$ cat src/rtl/ps2_pkg.sv
// Shared PS/2 definitions: transmitter state encoding, mouse command bytes, parity helper.
package ps2_pkg;

  typedef enum logic [2:0] {
    IDLE,
    INHIBIT,
    REQ,
    DATA,
    ACK,
    WAIT_IDLE,
    DONE,
    ERR
  } ps2_tx_state_t;

  localparam logic [7:0] PS2_CMD_RESET    = 8'hFF;
  localparam logic [7:0] PS2_CMD_ENABLE   = 8'hF4;
  localparam logic [7:0] PS2_CMD_SET_RATE = 8'hF3;
  localparam logic [7:0] PS2_ACK_BYTE     = 8'hFA;

  function automatic logic odd_parity(input logic [7:0] d);
    return ~^d;
  endfunction

endpackage

$ cat src/rtl/ps2_sync_edge.sv
// Two-flop synchronizer for a raw PS/2 line plus falling-edge detect on the synchronized value.
module ps2_sync_edge (
  input  logic clk,
  input  logic rst_n,
  input  logic async_i,
  output logic sync_o,
  output logic fall_o
);

  logic meta_q, sync_q, prev_q;
  logic meta_d, sync_d, prev_d;

  always_comb begin
    meta_d = async_i;
    sync_d = meta_q;
    prev_d = sync_q;
  end

  // Lines idle high, so reset to 1 to avoid a false fall after reset.
  always_ff @(posedge clk or negedge rst_n) begin
    if (!rst_n) begin
      meta_q <= 1'b1;
      sync_q <= 1'b1;
      prev_q <= 1'b1;
    end else begin
      meta_q <= meta_d;
      sync_q <= sync_d;
      prev_q <= prev_d;
    end
  end

  assign sync_o = sync_q;
  assign fall_o = prev_q & ~sync_q;

endmodule

$ cat src/rtl/ps2_host_tx.sv
// PS/2 host-to-device command transmitter driving open-collector clock/data via pull-low enables.
//
// state     | meaning
// IDLE      | ready for a command byte
// INHIBIT   | clock held low (request-to-send)
// REQ       | start bit on data, clock released
// DATA      | shift data bits, parity and stop on device clock falls
// ACK       | sample device acknowledge on 11th fall
// WAIT_IDLE | wait for both lines to float high
// DONE      | tx_done pulse
// ERR       | lines released, tx_err pulse
module ps2_host_tx
  import ps2_pkg::*;
#(
  parameter int INHIBIT_CYCLES = 4000,
  parameter int TIMEOUT_CYCLES = 600000
) (
  input  logic       clk,
  input  logic       rst,
  input  logic [7:0] tx_data,
  input  logic       tx_valid,
  output logic       tx_ready,
  input  logic       ps2_clk_i,
  input  logic       ps2_data_i,
  output logic       ps2_clk_oe,
  output logic       ps2_data_oe,
  output logic       busy,
  output logic       tx_done,
  output logic       tx_err
);

  localparam int CNT_MAX = (INHIBIT_CYCLES > TIMEOUT_CYCLES) ? INHIBIT_CYCLES : TIMEOUT_CYCLES;
  localparam int CW      = $clog2(CNT_MAX + 1);
  // Inhibit load is two short: REQ adds the final low-clock cycle and the oe flop adds the latency.
  localparam logic [CW-1:0] INH_LOAD = CW'(INHIBIT_CYCLES - 2);
  localparam logic [CW-1:0] WD_LOAD  = CW'(TIMEOUT_CYCLES - 1);

  ps2_tx_state_t state_q, state_d;
  logic [8:0]    shift_q, shift_d;
  logic [3:0]    bit_cnt_q, bit_cnt_d;
  logic [CW-1:0] cnt_q, cnt_d;
  logic          clk_oe_q, clk_oe_d;
  logic          data_oe_q, data_oe_d;
  logic          dmeta_q, dmeta_d, dsync_q, dsync_d;
  logic          clk_sync, clk_fall;
  logic          wd_expired;

  ps2_sync_edge u_clk_sync (
    .clk    (clk),
    .rst_n  (rst),
    .async_i(ps2_clk_i),
    .sync_o (clk_sync),
    .fall_o (clk_fall)
  );

  assign wd_expired = (cnt_q == '0) && !clk_fall;

  always_comb begin
    state_d   = state_q;
    shift_d   = shift_q;
    bit_cnt_d = bit_cnt_q;
    cnt_d     = cnt_q;
    clk_oe_d  = clk_oe_q;
    data_oe_d = data_oe_q;
    dmeta_d   = ps2_data_i;
    dsync_d   = dmeta_q;

    case (state_q)
      IDLE: begin
        clk_oe_d  = 1'b0;
        data_oe_d = 1'b0;
        if (tx_valid) begin
          shift_d   = {odd_parity(tx_data), tx_data};
          cnt_d     = INH_LOAD;
          bit_cnt_d = '0;
          clk_oe_d  = 1'b1;
          state_d   = INHIBIT;
        end
      end
      INHIBIT: begin
        clk_oe_d = 1'b1;
        if (cnt_q == '0) begin
          data_oe_d = 1'b1;
          state_d   = REQ;
        end else begin
          cnt_d = cnt_q - CW'(1);
        end
      end
      REQ: begin
        clk_oe_d  = 1'b0;
        data_oe_d = 1'b1;
        bit_cnt_d = '0;
        cnt_d     = WD_LOAD;
        state_d   = DATA;
      end
      DATA, ACK, WAIT_IDLE: begin
        if (clk_fall)
          cnt_d = WD_LOAD;
        else if (!wd_expired)
          cnt_d = cnt_q - CW'(1);

        if (wd_expired) begin
          clk_oe_d  = 1'b0;
          data_oe_d = 1'b0;
          state_d   = ERR;
        end else if (state_q == DATA) begin
          if (clk_fall) begin
            if (bit_cnt_q == 4'd9) begin
              data_oe_d = 1'b0;
              state_d   = ACK;
            end else begin
              data_oe_d = ~shift_q[0];
              shift_d   = {1'b0, shift_q[8:1]};
              bit_cnt_d = bit_cnt_q + 4'd1;
            end
          end
        end else if (state_q == ACK) begin
          if (clk_fall)
            state_d = dsync_q ? ERR : WAIT_IDLE;
        end else if (clk_sync && dsync_q) begin
          state_d = DONE;
        end
      end
      DONE: state_d = IDLE;
      ERR: begin
        clk_oe_d  = 1'b0;
        data_oe_d = 1'b0;
        state_d   = IDLE;
      end
      default: state_d = IDLE;
    endcase
  end

  always_ff @(posedge clk or negedge rst) begin
    if (!rst) begin
      state_q   <= IDLE;
      shift_q   <= '0;
      bit_cnt_q <= '0;
      cnt_q     <= '0;
      clk_oe_q  <= 1'b0;
      data_oe_q <= 1'b0;
      dmeta_q   <= 1'b1;
      dsync_q   <= 1'b1;
    end else begin
      state_q   <= state_d;
      shift_q   <= shift_d;
      bit_cnt_q <= bit_cnt_d;
      cnt_q     <= cnt_d;
      clk_oe_q  <= clk_oe_d;
      data_oe_q <= data_oe_d;
      dmeta_q   <= dmeta_d;
      dsync_q   <= dsync_d;
    end
  end

  assign ps2_clk_oe  = clk_oe_q;
  assign ps2_data_oe = data_oe_q;
  assign tx_ready    = (state_q == IDLE);
  assign busy        = (state_q != IDLE);
  assign tx_done     = (state_q == DONE);
  assign tx_err      = (state_q == ERR);

endmodule

$ cat config.mk
export PLATFORM = sky130hd
export DESIGN_NAME = ps2_host_tx
export DESIGN_NICKNAME = d
export VERILOG_FILES = /design/src/rtl/ps2_pkg.sv /design/src/rtl/ps2_sync_edge.sv /design/src/rtl/ps2_host_tx.sv
export SDC_FILE = /design/constraint.sdc
export NUM_CORES = 1
export LEC_CHECK = 0
export BUFFER_PORTS_ARGS = -buffer_cell sky130_fd_sc_hd__buf_2
export CAP_MARGIN = 25
export CORE_MARGIN = 5
export CORE_UTILIZATION = 60
export DETAILED_ROUTE_END_ITERATION = 6
export MAX_ROUTING_LAYER = met4
export PLACE_DENSITY_LB_ADDON = 0.25
export RECOVER_POWER = 25
export SLEW_MARGIN = 20
export SYNTH_ARGS = -nofsm -noshare
export SYNTH_HDL_FRONTEND = slang
export SYNTH_SLANG_ARGS = --single-unit
export TNS_END_PERCENT = 5
$ cat constraint.sdc
create_clock -name clk -period 2.5 [get_ports clk]
set_input_delay 0.5 -clock clk [delete_from_list [all_inputs] [get_ports clk]]
set_output_delay 0.5 -clock clk [all_outputs]
set_load 0.02 [all_outputs]
## Word-level counts from Yosys, hierarchy flattened

Cells that the tools add are included.

| storage, ports and cells | value |
|---|---|
| register bits | 43 |
| input port bits | 13 |
| output and inout port bits | 6 |
| logic and storage cells | 98 |

| operators by class | value |
|---|---|
| $add $sub $neg | 2 |
| eq/ne operators | 23 |
| muxes and demuxes | 37 |
| bitwise logic cells | 3 |
| reduce and logical (&&, ||, !) cells | 22 |

Operators by type and width:

| cell | count |
|---|---|
| two-way mux 20 bit | 4 |
| one-hot mux 20 bit (4 select lines) | 1 |
| two-way mux 9 bit | 5 |
| two-way mux 3 bit | 9 |
| logical NOT 20 bit | 1 |
| two-way mux 4 bit | 5 |
| subtractor 20 x 1 -> 20 bit, second input constant | 1 |
| one-hot mux 9 bit (2 select lines) | 1 |
| AND reduction 6 bit | 3 |
| inequality test 2 bit, second input constant | 8 |
| one-hot mux 3 bit (5 select lines) | 1 |
| == test 3 bit, second input constant | 4 |
| inequality test 4 bit, second input constant | 3 |
| one-hot mux 4 bit (3 select lines) | 1 |
| nonzero test 4 bit | 3 |
| inequality test 3 bit, second input constant | 3 |
| one-hot mux 1 bit (4 select lines) | 2 |
| AND reduction 4 bit | 2 |
| XNOR reduction 8 bit | 1 |
| two-way mux 1 bit | 7 |
| == test 3 x 2 -> 1 bit, second input constant | 2 |
| nonzero test 3 bit | 2 |
| OR reduction 2 bit | 3 |
| inequality test 5 bit, second input constant | 1 |
| 12 further kinds | 14 |

## Logic depth before layout (Yosys ltp)

| depth | value |
|---|---|
| depth after elaboration | 7 |
| gate-level depth with buffers | 9 |
| mapped depth without buffers | 7 |

## By module

From an unflattened synthesis, not the netlist that was laid out.

| second synthesis, totals | value |
|---|---|
| cell total of the unflattened synthesis | 296 |
| area total of the unflattened synthesis | 2662.6 um^2 |

Modules (own cells, without submodules):

| module | instances | cells an instance | area each (um^2) | sequential area each (um^2) |
|---|---|---|---|---|
| ps2_host_tx | 1 | 292 | 2570.0 | 1003.5 |
| ps2_sync_edge | 1 | 4 | 92.6 | 78.8 |

## Worst setup path after synthesis

OpenSTA, ideal clock, no wires.

| path | value |
|---|---|
| kind | register -> register |
| start | register cnt_q[0] |
| end | register state_q[1] |
| setup time | 0.067 ns |
| arrival time | 2.196 ns |
| data required time | 2.433 ns |
| slack | 0.237 ns |
| stages on the path, launching flop included | 9 |
| buffers on the path | 1 |
| clock period less this slack | 2.263 ns |
| path through | dfrtp_1 inv_1 ha_1 nor3b_1 nand4_1 or2_2 clkbuf_1 a2111oi_2 o221a_1 |

| on the way | value |
|---|---|
| longest elaborated chain between the ends | 4 |
| elaborated cells between the ends (all ways) | 10 |
| those cells by class | 5 x eq/ne; 2 x mux; 3 x reduce/logical |

RTL lines:

| what | line | source |
|---|---|---|
| from (decl) | ps2_host_tx.sv:41 | `logic [CW-1:0] cnt_q, cnt_d;` |
| from (signal assigned) | ps2_host_tx.sv:148 | `cnt_q <= cnt_d;` |
| logical NOT 20 bit (*) | ps2_host_tx.sv:56, ps2_host_tx.sv:82 |  |
| logical AND 1 bit | ps2_host_tx.sv:56 | `assign wd_expired = (cnt_q == '0) && !clk_fall;` |
| inequality test 5 bit (no source line) (tied with other cells) | n/a |  |
| AND reduction 6 bit (no source line) or one-hot mux 3 bit (5 select lines) (tied branches) | n/a |  |
| to (signal assigned) | ps2_host_tx.sv:145 | `state_q <= state_d;` |
| to (decl) | ps2_host_tx.sv:38 | `ps2_tx_state_t state_q, state_d;` |

Mark *: on every way between the ends. The rest lies on a longest branch, timed or not.
A chain may end at the register's enable or synchronous reset.

## Worst setup path in the final report

Same ends and word-level chain as after synthesis.

==> metrics.txt <==
worst-path cell chain=inv_1, ha_1, or3b_2, nor4_4, a31oi_1, a2111oi_2, o221a_1; # setup viols final=0; final worst slack=0.183 ns; I/O Pins=19; Initial DRT Pass Iterations=5; Initial Utilization=61.9%; Clock H-tree levels=2; Max Clk Rate=432 MHz; Placeable Area=0.00438 mm2; max-cap violations=0; ant diodes=0; Die ar.=0.00597 mm2; first-pass GRT wire length=11.6 mm; CTS root buf=clkbuf_8; Routed Antenna Nets=0; Num CTS Buffers=5; DR iter-0 viols=297; setup TNS=0 ns; drc violations=0; Seq/Total Area, Yosys=39.9%; peak supply drop=328 uV; Syn Inst Count=311; WHS=0.286 ns; Synth-to-Final Area Change=11.3%; DR vias/cell=6.61; Die X=77.2 um; fin crit share=92.7%; clock slew at reported path FFs=0.09 ns; Vias=2,570; Synth cell types=56; final wirelength=6.79 mm; Sink Count=43; Worst Path Arrival=2.56 ns; crit end category=flip-flop; pre-CTS setup slack=0.225 ns; RSZ-0062 raised after global routing=false; initial antenna violation count=0; Slew Viols, Final=0; DP HPWL=4.90 mm; row cnt=24; EDFF count, synth=0; startpoint types=flip-flop; post-synthesis register bit count=43; slowest CP cell=or3b_2; max incr delay on CP=0.53 ns; Worst Clk Skew=0.00571 ns; Synthesized Nets=327; final hold violations=0; I/O Buffers=18; shortest period the worst path allows=2.32 ns; syn_area_per_cell=8.72 um2; share of layout cells above drive strength 1=17.2%; Ys Warns=0; critical-path maximum fanout=4; routed length per placed instance=17.4 um; WP data required=2.75 ns; Die Span Y=77.2 um; HP Class=primary input to flip-flop; Skew-Pair Late Insertion Delay=0.31 ns; Mapped Area=0.00271 mm2; Final Cell Area=0.00302 mm2; Final Wtd Congestion=0.921; Max clock buf depth=2; Pwr Density=404 mW/mm2; Leakage Power=1.27 nW; Setup Crit Path Kind=flip-flop to flip-flop; Slew @ Worst Pin=1.03 ns; CTS tree=built; Nets=352; status=completed; largest net degree at the start of global routing=26; top_reg_cell synth=dfrtp_1; vias in the first global route=2,475; Slew headroom=31.2%; share of synthesized registers carrying an async set or reset=100%; FILL cells=353; Total GRT Usage=24.1%; final core utilization=68.8%; gr ovfl total=0; Cell Area, Placed=0.00293 mm2
[Yosys cell counts (2+ instances only)]
cell	number	area share [%]
o22ai_1	3	0.69
or4_1	3	0.83
a21o_1	5	1.4
or3_1	2	0.46
nand2_1	25	3.5
xnor2_1	7	2.3
or2_2	3	0.69
a41oi_1	5	1.6
nor3b_1	2	0.55
nor3_1	12	2.2
mux2i_1	9	3.3
a21oi_1	24	4.4
and2_1	3	0.69
o211a_1	2	0.74
nor2b_1	4	0.92
and3b_1	2	0.65
nor4_1	4	0.92
ha_1	3	1.4
nand3_1	6	1.1
o221ai_1	2	0.65
nand3b_1	2	0.55
dfstp_2	5	4.8
a22o_1	4	1.3
nor2_1	26	3.6
clkbuf_1	12	1.7
nand2b_1	2	0.46
a31oi_1	7	1.6
nor4_2	2	0.92
buf_2	3	0.55
nand4_1	8	1.8
o21ai_0	22	4.1
dfrtp_1	38	35
o31ai_1	2	0.55
o2bb2ai_1	4	1.3
a22oi_1	2	0.55
a211oi_1	2	0.55
o211ai_1	11	3.0
buf_1	2	0.28
inv_1	14	1.9
[flip-flops by register name, summed over array words and instances, names as in the netlist]
| name | flops |
|---|---|
| bit_cnt_q | 4 |
| u_clk_sync.sync_o | 1 |
| state_q | 3 |
| dsync_q | 1 |
| dmeta_q | 1 |
| u_clk_sync.prev_q | 1 |
| cnt_q | 20 |
| ps2_data_oe | 1 |
| u_clk_sync.meta_q | 1 |
| shift_q | 9 |
| ps2_clk_oe | 1 |
[metal layers]
metal / global-route usage (%) / part of all wire, %
met2: 37.1 / 48
met1: 31.9 / 45
met5: - / 0
met3: 4.45 / 5.8
met4: 8.25 / 1.7
[worst max-delay path: cells and delay by family (launching register included)]
family          cells  cell delay [ns]
buf+inv             1             0.10
fa+ha+maj           1             0.21
flops               1             0.40
compound gates      3             0.70
simple gates        2             0.85
[final cells by class]
class / count / area, um2 / share of cell area [%]
Multi-Input combinational cell: 237 / 1510 / 50.1
Sequential cell: 43 / 1080 / 35.9
Timing Repair Buffer: 35 / 216 / 7.17
Clock buffer: 5 / 68.8 / 2.28
Tap cell: 52 / 65.1 / 2.16
Inverter: 14 / 52.6 / 1.74
Clock inverter: 3 / 20.0 / 0.663
[timing repair]
item | 4_1_cts | 5_1_grt
hold buffers | 0 | 0
resized for setup | 0 | 1
endpoints found under the setup margin | 0 | 1
buffers inserted | 0 | 0
[per-stage QoR]
step,total power [mW],std cells
after floorplan,0.747,311
after global placement,0.777,381
after detailed placement,0.779,381
after CTS,1.22,389
after global routing,1.27,389
final,1.22,389
[power breakdown]
part / internal [mW] / switching [mW]
logic: 0.0251 / 0.0335
clock network: 0.195 / 0.259
registers: 0.702 / 0.00322
total: 0.922 / 0.296
[placed cells by master (no fill, tap or decap), drive strengths merged, types with 9 or more instances in the layout]
cell type,Yosys,layout
nor2,26,26
nor3,12,12
inv,14,14
o21ai,22,22
dfrtp,38,38
buf,5,34
mux2i,9,9
a21oi,24,24
nand2,25,25
o211ai,11,11
[worst paths after layout]
kind                            cells after the start  startpoint                end  slack (ns)
worst max register to register                      7    cnt_q[0]         state_q[1]        0.18
worst min register to register                      0     dmeta_q            dsync_q        0.36
worst max-delay path                                7    cnt_q[0]         state_q[1]        0.18
min in group asynchronous                           1         rst           cnt_q[9]        0.34
worst min-delay path                                1   ps2_clk_i  u_clk_sync.meta_q        0.29
max in group asynchronous                           2         rst            dsync_q        1.21
[kinds of logic (layout without fill, tap and decap cells)]
logic type	Yosys count	count (layout)	share of synthesized area (%)
flops	43	43	39.9
compound gates	106	106	26.4
mux	10	10	3.74
simple gates	111	111	21.9
fa+ha+maj	3	3	1.38
buf+inv	31	57	4.43
xor+xnor	7	7	2.26
Power figures use the tool's default switching activity.
